==> src/rtl/i3c_axi_sub_rr_arb_if.sv <==
// Bus bundle between NCH requester channels, the arbiter and the shared component.
// The slave modport is the arbiter's view; master is the surrounding environment.
interface i3c_axi_sub_rr_arb_if #(
  parameter int unsigned NCH = 2,
  parameter int unsigned AW  = 32,
  parameter int unsigned DW  = 32,
  parameter int unsigned UW  = 32,
  parameter int unsigned IW  = 1
);
  localparam int unsigned BC   = DW / 8;
  localparam int unsigned IdxW = $clog2(NCH);

  // Requester side, packed per channel
  logic [NCH-1:0]    s_dv;
  logic [NCH-1:0]    s_write;
  logic [NCH-1:0]    s_last;
  logic [NCH*AW-1:0] s_addr;
  logic [NCH*UW-1:0] s_user;
  logic [NCH*IW-1:0] s_id;
  logic [NCH*DW-1:0] s_wdata;
  logic [NCH*BC-1:0] s_wstrb;
  logic [NCH*3-1:0]  s_size;
  logic [NCH-1:0]    s_hld;
  logic [NCH-1:0]    s_err;
  logic [NCH-1:0]    s_rvld;
  logic [DW-1:0]     s_rdata;

  // Component side
  logic              dv;
  logic [AW-1:0]     addr;
  logic              write;
  logic [UW-1:0]     user;
  logic [IW-1:0]     id;
  logic [DW-1:0]     wdata;
  logic [BC-1:0]     wstrb;
  logic [2:0]        size;
  logic              last;
  logic              hld;
  logic              rd_err;
  logic              wr_err;
  logic [DW-1:0]     rdata;

  logic [IdxW-1:0]   gnt_idx;

  modport slave (
    input  s_dv, s_write, s_last, s_addr, s_user, s_id, s_wdata, s_wstrb, s_size,
    input  hld, rd_err, wr_err, rdata,
    output s_hld, s_err, s_rvld, s_rdata,
    output dv, addr, write, user, id, wdata, wstrb, size, last, gnt_idx
  );

  modport master (
    output s_dv, s_write, s_last, s_addr, s_user, s_id, s_wdata, s_wstrb, s_size,
    output hld, rd_err, wr_err, rdata,
    input  s_hld, s_err, s_rvld, s_rdata,
    input  dv, addr, write, user, id, wdata, wstrb, size, last, gnt_idx
  );
endinterface

==> src/rtl/i3c_axi_sub_rr_arb.sv <==
// Multi-channel beat arbiter for a shared I3C/AXI sub-component: round-robin or fixed
// priority, burst locking, and read/error return routing through a latency-matched pipe.
module i3c_axi_sub_rr_arb #(
  parameter int unsigned NCH      = 2,
  parameter int unsigned AW       = 32,
  parameter int unsigned DW       = 32,
  parameter int unsigned UW       = 32,
  parameter int unsigned IW       = 1,
  parameter int unsigned C_LAT    = 0,
  parameter int unsigned PRI_MODE = 0
) (
  input logic                clk,
  input logic                rst_n,
  i3c_axi_sub_rr_arb_if.slave bus
);
  localparam int unsigned BC    = DW / 8;
  localparam int unsigned IdxW  = $clog2(NCH);
  localparam int unsigned PipeD = (C_LAT > 0) ? C_LAT : 1;

  typedef enum logic [0:0] {StIdle, StLock} lock_st_e;

  lock_st_e        st_q, st_d;
  logic [IdxW-1:0] ptr_q, ptr_d;
  logic [IdxW-1:0] gnt_q, gnt;
  logic            any_req;
  logic            accept;
  logic            acc_rd;
  logic            acc_wr;
  logic            ret_vld;
  logic [IdxW-1:0] ret_idx;
  logic [NCH-1:0]  hld_vec;
  logic [NCH-1:0]  rvld_vec;
  logic [NCH-1:0]  err_vec;
  logic [NCH-1:0]  acc_vec;

  assign any_req = |bus.s_dv;

  // Grant: locked channel, else search; an idle cycle keeps the previous grant.
  always_comb begin
    gnt = gnt_q;
    if (!rst_n) begin
      gnt = '0;
    end else if (st_q == StLock) begin
      gnt = gnt_q;
    end else if (any_req) begin
      if (PRI_MODE == 1) begin
        for (int i = int'(NCH) - 1; i >= 0; i--) begin
          if (bus.s_dv[i]) gnt = IdxW'(i);
        end
      end else begin
        // Walk downward so the last hit is the first channel after ptr.
        for (int i = int'(NCH); i >= 1; i--) begin
          if (bus.s_dv[(int'(ptr_q) + i) % int'(NCH)]) begin
            gnt = IdxW'((int'(ptr_q) + i) % int'(NCH));
          end
        end
      end
    end
  end

  // Component-facing beat
  assign bus.dv      = any_req;
  assign bus.write   = bus.s_write[gnt];
  assign bus.last    = bus.s_last[gnt];
  assign bus.addr    = bus.s_addr[int'(gnt) * AW +: AW];
  assign bus.user    = bus.s_user[int'(gnt) * UW +: UW];
  assign bus.id      = bus.s_id[int'(gnt) * IW +: IW];
  assign bus.wdata   = bus.s_wdata[int'(gnt) * DW +: DW];
  assign bus.wstrb   = bus.s_wstrb[int'(gnt) * BC +: BC];
  assign bus.size    = bus.s_size[int'(gnt) * 3 +: 3];
  assign bus.gnt_idx = gnt;
  assign bus.s_rdata = bus.rdata;

  assign accept = bus.dv && !bus.hld;
  assign acc_rd = accept && !bus.write;
  assign acc_wr = accept && bus.write;

  for (genvar k = 0; k < NCH; k++) begin : gen_hld
    assign hld_vec[k] = bus.hld || (gnt != IdxW'(k)) || !bus.s_dv[k];
  end
  assign bus.s_hld = hld_vec;

  // Lock FSM and round-robin pointer; a stalled grant never locks.
  always_comb begin
    st_d  = st_q;
    ptr_d = ptr_q;
    if (accept) begin
      if (bus.last) begin
        st_d = StIdle;
        if (PRI_MODE == 0) ptr_d = gnt;
      end else begin
        st_d = StLock;
      end
    end
  end

  always_ff @(posedge clk) begin
    if (!rst_n) begin
      st_q  <= StIdle;
      ptr_q <= IdxW'(NCH - 1);
      gnt_q <= '0;
    end else begin
      st_q  <= st_d;
      ptr_q <= ptr_d;
      gnt_q <= gnt;
    end
  end

  // Read return pipe: advances every cycle so it tracks the component's fixed latency.
  if (C_LAT > 0) begin : gen_pipe
    logic [PipeD-1:0] pv_q;
    logic [IdxW-1:0]  pidx_q [PipeD];

    always_ff @(posedge clk) begin
      if (!rst_n) begin
        pv_q <= '0;
        for (int i = 0; i < int'(PipeD); i++) pidx_q[i] <= '0;
      end else begin
        pv_q[0]   <= acc_rd;
        pidx_q[0] <= gnt;
        for (int i = 1; i < int'(PipeD); i++) begin
          pv_q[i]   <= pv_q[i-1];
          pidx_q[i] <= pidx_q[i-1];
        end
      end
    end

    assign ret_vld = pv_q[PipeD-1];
    assign ret_idx = pidx_q[PipeD-1];
  end else begin : gen_nopipe
    assign ret_vld = acc_rd;
    assign ret_idx = gnt;
  end

  // Read return and write error may land together; same channel gets the OR.
  always_comb begin
    rvld_vec = '0;
    err_vec  = '0;
    if (rst_n) begin
      if (ret_vld) begin
        rvld_vec[ret_idx] = 1'b1;
        err_vec[ret_idx]  = bus.rd_err;
      end
      if (acc_wr) err_vec[gnt] = err_vec[gnt] | bus.wr_err;
    end
  end

  assign bus.s_rvld = rvld_vec;
  assign bus.s_err  = err_vec;

  assign acc_vec = bus.s_dv & ~hld_vec;

  always_ff @(posedge clk) begin
    if (rst_n) begin
      assert ($onehot0(acc_vec));
    end
  end

endmodule

==> src/flat_wrapper.sv <==
// flat-port wrapper written by rule: the top's interface ports become plain ports
module i3c_axi_sub_rr_arb_flat 
#(
  parameter int unsigned NCH      = 2,
  parameter int unsigned AW       = 32,
  parameter int unsigned DW       = 32,
  parameter int unsigned UW       = 32,
  parameter int unsigned IW       = 1,
  parameter int unsigned C_LAT    = 0,
  parameter int unsigned PRI_MODE = 0
)
  (clk, rst_n, bus_s_dv, bus_s_write, bus_s_last, bus_s_addr, bus_s_user, bus_s_id, bus_s_wdata, bus_s_wstrb, bus_s_size, bus_hld, bus_rd_err, bus_wr_err, bus_rdata, bus_s_hld, bus_s_err, bus_s_rvld, bus_s_rdata, bus_dv, bus_addr, bus_write, bus_user, bus_id, bus_wdata, bus_wstrb, bus_size, bus_last, bus_gnt_idx);
  i3c_axi_sub_rr_arb_if #(.NCH(NCH), .AW(AW), .DW(DW), .UW(UW), .IW(IW)) bus_i ();
  input logic clk;
  input logic rst_n;
  input wire logic [$bits(bus_i.s_dv)-1:0] bus_s_dv;
  input wire logic [$bits(bus_i.s_write)-1:0] bus_s_write;
  input wire logic [$bits(bus_i.s_last)-1:0] bus_s_last;
  input wire logic [$bits(bus_i.s_addr)-1:0] bus_s_addr;
  input wire logic [$bits(bus_i.s_user)-1:0] bus_s_user;
  input wire logic [$bits(bus_i.s_id)-1:0] bus_s_id;
  input wire logic [$bits(bus_i.s_wdata)-1:0] bus_s_wdata;
  input wire logic [$bits(bus_i.s_wstrb)-1:0] bus_s_wstrb;
  input wire logic [$bits(bus_i.s_size)-1:0] bus_s_size;
  input wire logic [$bits(bus_i.hld)-1:0] bus_hld;
  input wire logic [$bits(bus_i.rd_err)-1:0] bus_rd_err;
  input wire logic [$bits(bus_i.wr_err)-1:0] bus_wr_err;
  input wire logic [$bits(bus_i.rdata)-1:0] bus_rdata;
  output wire logic [$bits(bus_i.s_hld)-1:0] bus_s_hld;
  output wire logic [$bits(bus_i.s_err)-1:0] bus_s_err;
  output wire logic [$bits(bus_i.s_rvld)-1:0] bus_s_rvld;
  output wire logic [$bits(bus_i.s_rdata)-1:0] bus_s_rdata;
  output wire logic [$bits(bus_i.dv)-1:0] bus_dv;
  output wire logic [$bits(bus_i.addr)-1:0] bus_addr;
  output wire logic [$bits(bus_i.write)-1:0] bus_write;
  output wire logic [$bits(bus_i.user)-1:0] bus_user;
  output wire logic [$bits(bus_i.id)-1:0] bus_id;
  output wire logic [$bits(bus_i.wdata)-1:0] bus_wdata;
  output wire logic [$bits(bus_i.wstrb)-1:0] bus_wstrb;
  output wire logic [$bits(bus_i.size)-1:0] bus_size;
  output wire logic [$bits(bus_i.last)-1:0] bus_last;
  output wire logic [$bits(bus_i.gnt_idx)-1:0] bus_gnt_idx;
  assign bus_i.s_dv = bus_s_dv;
  assign bus_i.s_write = bus_s_write;
  assign bus_i.s_last = bus_s_last;
  assign bus_i.s_addr = bus_s_addr;
  assign bus_i.s_user = bus_s_user;
  assign bus_i.s_id = bus_s_id;
  assign bus_i.s_wdata = bus_s_wdata;
  assign bus_i.s_wstrb = bus_s_wstrb;
  assign bus_i.s_size = bus_s_size;
  assign bus_i.hld = bus_hld;
  assign bus_i.rd_err = bus_rd_err;
  assign bus_i.wr_err = bus_wr_err;
  assign bus_i.rdata = bus_rdata;
  assign bus_s_hld = bus_i.s_hld;
  assign bus_s_err = bus_i.s_err;
  assign bus_s_rvld = bus_i.s_rvld;
  assign bus_s_rdata = bus_i.s_rdata;
  assign bus_dv = bus_i.dv;
  assign bus_addr = bus_i.addr;
  assign bus_write = bus_i.write;
  assign bus_user = bus_i.user;
  assign bus_id = bus_i.id;
  assign bus_wdata = bus_i.wdata;
  assign bus_wstrb = bus_i.wstrb;
  assign bus_size = bus_i.size;
  assign bus_last = bus_i.last;
  assign bus_gnt_idx = bus_i.gnt_idx;
  i3c_axi_sub_rr_arb #(.NCH(NCH), .AW(AW), .DW(DW), .UW(UW), .IW(IW), .C_LAT(C_LAT), .PRI_MODE(PRI_MODE)) u_core (.clk(clk), .rst_n(rst_n), .bus(bus_i));
endmodule
==> config.mk <==
export PLATFORM = sky130hd
export DESIGN_NAME = i3c_axi_sub_rr_arb_flat
export DESIGN_NICKNAME = d
export VERILOG_FILES = /design/src/rtl/i3c_axi_sub_rr_arb_if.sv /design/src/rtl/i3c_axi_sub_rr_arb.sv /design/src/flat_wrapper.sv
export SDC_FILE = /design/constraint.sdc
export NUM_CORES = 1
export LEC_CHECK = 0
export CORE_AREA = 4 4 154 156
export DETAILED_ROUTE_END_ITERATION = 10
export DIE_AREA = 0 0 158 160
export PLACE_DENSITY = 0.52
export SYNTH_ARGS = -nofsm -noshare
export SYNTH_HDL_FRONTEND = slang
export SYNTH_SLANG_ARGS = --single-unit
==> constraint.sdc <==
create_clock -name clk -period 2.82 [get_ports clk]
set_input_delay 0.564 -clock clk [delete_from_list [all_inputs] [get_ports clk]]
set_output_delay 0.564 -clock clk [all_outputs]
set_load 0.05 [all_outputs]
Yosys cells after proc, flatten, opt, wreduce, memory -nomap -nowiden
Cells that the tools add are included.
{"block": "op_classes", "mux": 27, "magnitude_cmp": 4, "mul": 1, "reduce_logical": 14, "bitwise": 5, "n_shift": 6, "addsub": 2}
{"cell": "64-bit by 7-bit variable part select with 32-bit output", "count": 3}
{"cell": "6-bit by 32-bit variable part select with 3-bit output", "count": 1}
{"cell": "1-bit two-way mux", "count": 19}
{"cell": "2-bit two-way mux", "count": 6}
{"cell": "8-bit by 4-bit variable part select with 4-bit output", "count": 1}
{"cell": "2-bit by 3-bit less-than comparator with 1-bit output (second input constant)", "count": 2}
{"cell": "1-bit logical AND", "count": 4}
{"cell": "1-bit zero test", "count": 4}
{"cell": "1-bit logical OR", "count": 4}
{"cell": "1-bit by 2-bit multiplier with 3-bit output (second input constant)", "count": 1}
{"cell": "1-bit adder (second input constant)", "count": 2}
{"cell": "1-bit AND (first input constant)", "count": 2}
{"cell": "2-bit AND", "count": 1}
{"cell": "2-bit bitwise mux", "count": 1}
{"cell": "1-bit by 2-bit less-than comparator with 1-bit output (second input constant)", "count": 1}
{"cell": "2-bit AND reduction", "count": 1}
{"cell": "2-bit OR reduction", "count": 1}
{"cell": "2-bit by 2-bit variable part select with 1-bit output", "count": 1}
{"cell": "1-bit demux with 1-bit select", "count": 1}
{"cell": "1-bit greater-or-equal comparator (second input constant)", "count": 1}
{"cell": "1-bit NOT", "count": 1}
{"cell": "1-bit OR", "count": 1}
{"block": "word_totals", "out_inout_bits": 146, "word_cells": 62, "ff_bits": 3, "inputBits": 251}

Logic depth before layout (Yosys ltp)
{"block": "depth", "depth_word": 23, "mapped_depth": 6, "depth_no_buf": 4}

Least setup slack after synthesis
No wires, ideal clock.
{"block": "synth_timing", "path_type": "input to output", "start": "input port bus_s_dv[0]", "end": "output port bus_s_err[0]", "required_time_ps": 2256, "arrival_time_ps": 2530, "n_path_buf": 0, "stages": 3, "path_slack_ps": -274, "path_cell_list": "or2_2 nand2b_1 nor4_1"}
{"block": "synth_between", "elab_chain_len": 21, "elab_cells_between_ends": 32, "cone_classes": "2 x order compare; 22 x mux; 2 x bitwise; 6 x reduce/logical"}
{"item": "from (decl)", "line_no": "flat_wrapper.sv:16", "source": "input wire logic [$bits(bus_i.s_dv)-1:0] bus_s_dv;"}
{"item": "1-bit two-way mux (implied by the code) (3 in series)", "line_no": "i3c_axi_sub_rr_arb.sv:53", "source": "if (bus.s_dv[(int'(ptr_q) + i) % int'(NCH)]) begin"}
{"item": "1-bit two-way mux (2 in series)", "line_no": "i3c_axi_sub_rr_arb.sv:53"}
{"item": "1-bit two-way mux", "line_no": "i3c_axi_sub_rr_arb.sv:45", "source": "end else if (any_req) begin"}
{"item": "1-bit two-way mux", "line_no": "i3c_axi_sub_rr_arb.sv:43", "source": "end else if (st_q == StLock) begin"}
{"item": "1-bit two-way mux", "line_no": "i3c_axi_sub_rr_arb.sv:41", "source": "if (!rst_n) begin"}
{"item": "1-bit by 2-bit less-than comparator with 1-bit output (implied by the code) or 1-bit greater-or-equal comparator (tied branches)", "line_no": "i3c_axi_sub_rr_arb.sv:142, i3c_axi_sub_rr_arb.sv:144"}
{"item": "1-bit logical AND (implied by the code)", "line_no": "i3c_axi_sub_rr_arb.sv:142, i3c_axi_sub_rr_arb.sv:144"}
{"item": "1-bit two-way mux (implied by the code)", "line_no": "i3c_axi_sub_rr_arb.sv:142, i3c_axi_sub_rr_arb.sv:144"}
{"item": "1-bit demux with 1-bit select"}
{"item": "2-bit AND (no source line)"}
{"item": "2-bit two-way mux", "line_no": "i3c_axi_sub_rr_arb.sv:140", "source": "if (ret_vld) begin"}
{"item": "2-bit two-way mux", "line_no": "i3c_axi_sub_rr_arb.sv:139", "source": "if (rst_n) begin"}
{"item": "1-bit two-way mux (implied by the code) (2 in series)", "line_no": "i3c_axi_sub_rr_arb.sv:144", "source": "if (acc_wr) err_vec[gnt] = err_vec[gnt] | bus.wr_err;"}
{"item": "1-bit OR", "line_no": "i3c_axi_sub_rr_arb.sv:144"}
{"item": "2-bit bitwise mux", "line_no": "i3c_axi_sub_rr_arb.sv:144"}
{"item": "2-bit two-way mux *", "line_no": "i3c_axi_sub_rr_arb.sv:144"}
{"item": "2-bit two-way mux *", "line_no": "i3c_axi_sub_rr_arb.sv:139"}
{"item": "to (decl)", "line_no": "flat_wrapper.sv:30", "source": "output wire logic [$bits(bus_i.s_err)-1:0] bus_s_err;"}
Every way passes the cells marked *; elsewhere a longest branch is shown, timed or not. The select of a mux whose other input is x is not followed.

Final worst setup path
{"block": "layout_timing", "start": "input port bus_s_dv[1]", "end": "output port bus_user[28]"}
{"block": "layout_between", "elab_chain_len": 9, "elab_cells_between_ends": 13, "cone_classes": "1 x shift; 11 x mux; 1 x reduce/logical"}
{"item": "1-bit two-way mux (implied by the code) (3 in series)", "line_no": "i3c_axi_sub_rr_arb.sv:53"}
{"item": "1-bit two-way mux (2 in series)", "line_no": "i3c_axi_sub_rr_arb.sv:53"}
{"item": "1-bit two-way mux *", "line_no": "i3c_axi_sub_rr_arb.sv:45"}
{"item": "1-bit two-way mux *", "line_no": "i3c_axi_sub_rr_arb.sv:43"}
{"item": "1-bit two-way mux *", "line_no": "i3c_axi_sub_rr_arb.sv:41"}
{"item": "64-bit by 7-bit variable part select with 32-bit output *", "line_no": "i3c_axi_sub_rr_arb.sv:66", "source": "assign bus.user = bus.s_user[int'(gnt) * UW +: UW];"}
{"item": "to (decl)", "line_no": "flat_wrapper.sv:36", "source": "output wire logic [$bits(bus_i.user)-1:0] bus_user;"}
Marks and branches as above.

==> run summary <==
Worst setup path
- 0.30 ns — longest individual stage delay on the worst path
- output port — endpoint class of the critical path
- primary input — crit start category
- 9 — critical path peak fanout
- 2.26 ns — CP required
- dlygate4sd2_1 -> nor2b_4 -> o22a_4 -> nand2_8 -> buf_12 -> buf_16 -> mux2_4 -> buf_4 — worst-path cell chain
- primary input to output port — critical path start-end classification
- 2.18 ns — arrival time reported for the critical path endpoint
- mux2_4 — standard cell with the maximum stage delay on the critical path

Power
- 894 µW — reported net switching power
- 327 nW/µm² — PwrDens
- 1050 µW — design internal power
- 1950 µW — post-layout total power
- 0.291 mV — worst-case vdd ir drop
- 85.5% — Comb pwr share
- 0.00273 µW — static power due to leakage
- 11.7% — Clk pwr share
- 2.8% — register share of total power
- 45.9% — Switching Share

Drt
- 0 — ANT nets after route
- 4 — number of detailed-route iterations in the first pass
- 0 — post-detailed-route DRC marker count
- 2776 — vias post-DR
- 14400 µm — drt total wl
- 68 — First DRT Iteration DRCs
- 3.53 — number of vias per cell after detailed routing
- 18.3 µm — detailed-route wire length per cell

Yosys
- 2120 µm² — synthesized cell area
- 432 — syn nets
- 0 — number of enable flip-flop cells after synthesis
- 25 — count of different cell masters after synthesis
- mux2_4 (60%), buf_4 (11%), mux2_2 (11%) — largest cells by area after synthesis
- 3 — synthesis-stage register bit count
- 60.3% — portion of synthesized cell area occupied by the leading cell type
- mux2_4 — biggest area consumer among synthesized cells
- 181 — cell count after synthesis
- 0 — count of synthesis-stage warnings from yosys
- dfxtp_1 — commonest register cell after synthesis
- 11.7 µm² — Mapped Avg Cell Area
- mux2_4 — most frequent cell after synthesis
- 0% — asr flop ratio synth
- mux2_4 (85), buf_4 (32), mux2_2 (21), buf_6 (10), inv_1 (5) — leading cell types by count after synthesis
- 2.84% — register area share after synthesis

Finish
- 2324 — fillcell total
- 753 — number of nets in the layout
- 60.1 µm² — storage element area
- 1740 µm² — combined area of the multi-input logic cells
- 181% — area overhead of the layout relative to synthesis
- 0 — antenna fix cells
- 786 — number of standard cells in the layout, taps in and fillers out
- 51.1% — share of cells above drive strength 1
- 5960 µm² — post-layout instance area
- 26.6% — share of the core filled with cells

Die
- 25300 µm² — area enclosed by the die boundary
- 158 µm — Die W
- 55 — row cnt
- 397 — top-level port count
- 22400 µm² — Core Box Area
- 160 µm — floorplan die height
- 9.47% — starting utilization of the core area

Run status
- finished clean — run status

GRT
- 11 — largest net degree at the start of global routing
- 3121 — vias in the first global route
- 0 — GRT Residual Overflow
- 0 — number of antenna violations at the first check in global routing
- 19000 µm — first-pass GRT wire length
- 9.92% — Total Routing Usage GR

Place
- 775 — cell total after placement
- 0.783 — global placement routability congestion
- 12300 µm — DPL Wire Length
- 5700 µm² — Post-DP Area
- 332 — PortBufs

Clocking
- done — CTS tree
- 3 — clock sink count
- 2 — maximum buffer depth of the clock tree
- 1 — count of H-tree levels built during CTS
- 0.23 ns — clock latency reported for the late side of the worst-skew pair
- 3 — number of buffers created by CTS
- 0.03 ns — clock slew at the register clock pins of the worst setup and hold paths
- clkbuf_16 — cell at the root of the clock tree

STA
- 63.5% — Max-Slew Margin vs Limit
- false — RSZ-0062 raised after global routing
- 0.00268 ns — Worst Clk Skew
- 97.2% — share of the cycle needed by the critical path after routing
- 365 MHz — fmax
- 0 — final hold vios
- 2.74 ns — minimum period implied by the final worst setup slack
- 0 — number of slew-limit violations in the final report
- 0 — final count of negative-setup-slack endpoints
- 0.548 ns — Tightest Pin Transition
- 0.505 ns — WHS

Flow run
- 0 — number of maximum-capacitance violations

Worst hold path
- flip-flop to flip-flop — classification of the worst-slack hold path

-- kinds of logic after synthesis --
| kind of cell | Yosys count | synth area share (%) |
|---|---|---|
| simple gates | 14 | 4.37 |
| compound gates | 7 | 2.36 |
| flops | 3 | 2.84 |
| mux | 108 | 72.4 |
| buf+inv | 49 | 18.0 |
-- state kept, by name, indices dropped and copies added (netlist names) --
signal and count:
u_core.ptr_q 1, u_core.gnt_q 1, u_core.st_q 1
-- critical path, delay by kind of cell --
family / cells / cell delay (ns)
buffers and inverters: 4 / 0.72
AND/OR/NAND/NOR: 2 / 0.29
multiplexers: 1 / 0.30
AO/OA/AOI/OAI: 1 / 0.28
-- cell usage in the layout (no fill, tap or decap) --
cell type          n
clkdlybuf4s50_1  215
buf_4            101
mux2_4            85
buf_12            30
mux2_2            21
inv_1              5
buf_6              5
buf_16             4
nor4_1             3
clkbuf_16          3
dlygate4sd2_1      3
dfxtp_1            3
nor2b_4            2
nand2b_1           2
nand2_8            2
mux2i_1            2
o22a_4             1
or2_2              1
nand3b_1           1
nand4b_1           1
nor3_1             1
nand2_1            1
nor2b_1            1
o221ai_1           1
o211ai_1           1
a21oi_1            1
o21ai_0            1
a211oi_1           1
a31oi_1            1
clkbuf_1           1
nand2_4            1
-- per-layer routing --
layer	track usage [%]	vias to the layer above	part of all wire [%]
li1	-	1271	-
met1	11.5	1266	37
met2	18.6	227	50
met3	2.74	12	12
met4	0.892	0	0.57
met5	0	-	0
-- what timing repair did --
action	4_1_cts	5_1_grt
gates resized for setup	16	0
hold buffers	0	0
buffers inserted	3	0
setup endpoints to repair	105	0
-- worst paths after layout --
check                            from                       end  slack (ns)  depth (start not counted)
max                       bus_s_dv[1]              bus_user[28]        0.08                          8
min          u_core.st_q$_SDFFE_PN0P_  u_core.st_q$_SDFFE_PN0P_        0.50                          2
max reg2reg  u_core.st_q$_SDFFE_PN0P_  u_core.st_q$_SDFFE_PN0P_        1.46                          5
min reg2reg  u_core.st_q$_SDFFE_PN0P_  u_core.st_q$_SDFFE_PN0P_        0.50                          2
-- power groups by stage --
| stage | clock (µW) | combinational (µW) | sequential (µW) |
|---|---|---|---|
| finish | 228 | 1670 | 53.9 |
| global route | 238 | 1730 | 54.1 |
| CTS | 228 | 1690 | 53.5 |
| detailed placement | 0 | 1620 | 52.7 |
| global placement | 0 | 1620 | 51.7 |
| floorplan | 0 | 1020 | 51.0 |
-- per-stage QoR --
| step | setup TNS, ns | worst slack [ns] |
|---|---|---|
| 4_1_cts | 0 | 0.0399 |
| 2_1_floorplan | -0.833 | -0.274 |
| 6_report | 0 | 0.0787 |
| 3_5_place_dp | -14.86 | -0.210 |
| 3_3_place_gp | -11.69 | -0.184 |
| 5_1_grt | 0 | 0.0208 |
-- area by class of cell --
type                       count  share of cell area, %
timing repair buffer         358                   62.2
multi-input combinational    131                   29.2
tap                          285                   5.99
clock buffer                   4                   1.32
sequential                     3                   1.01
inverter                       5                  0.315
Power figures use the tool's default switching activity.
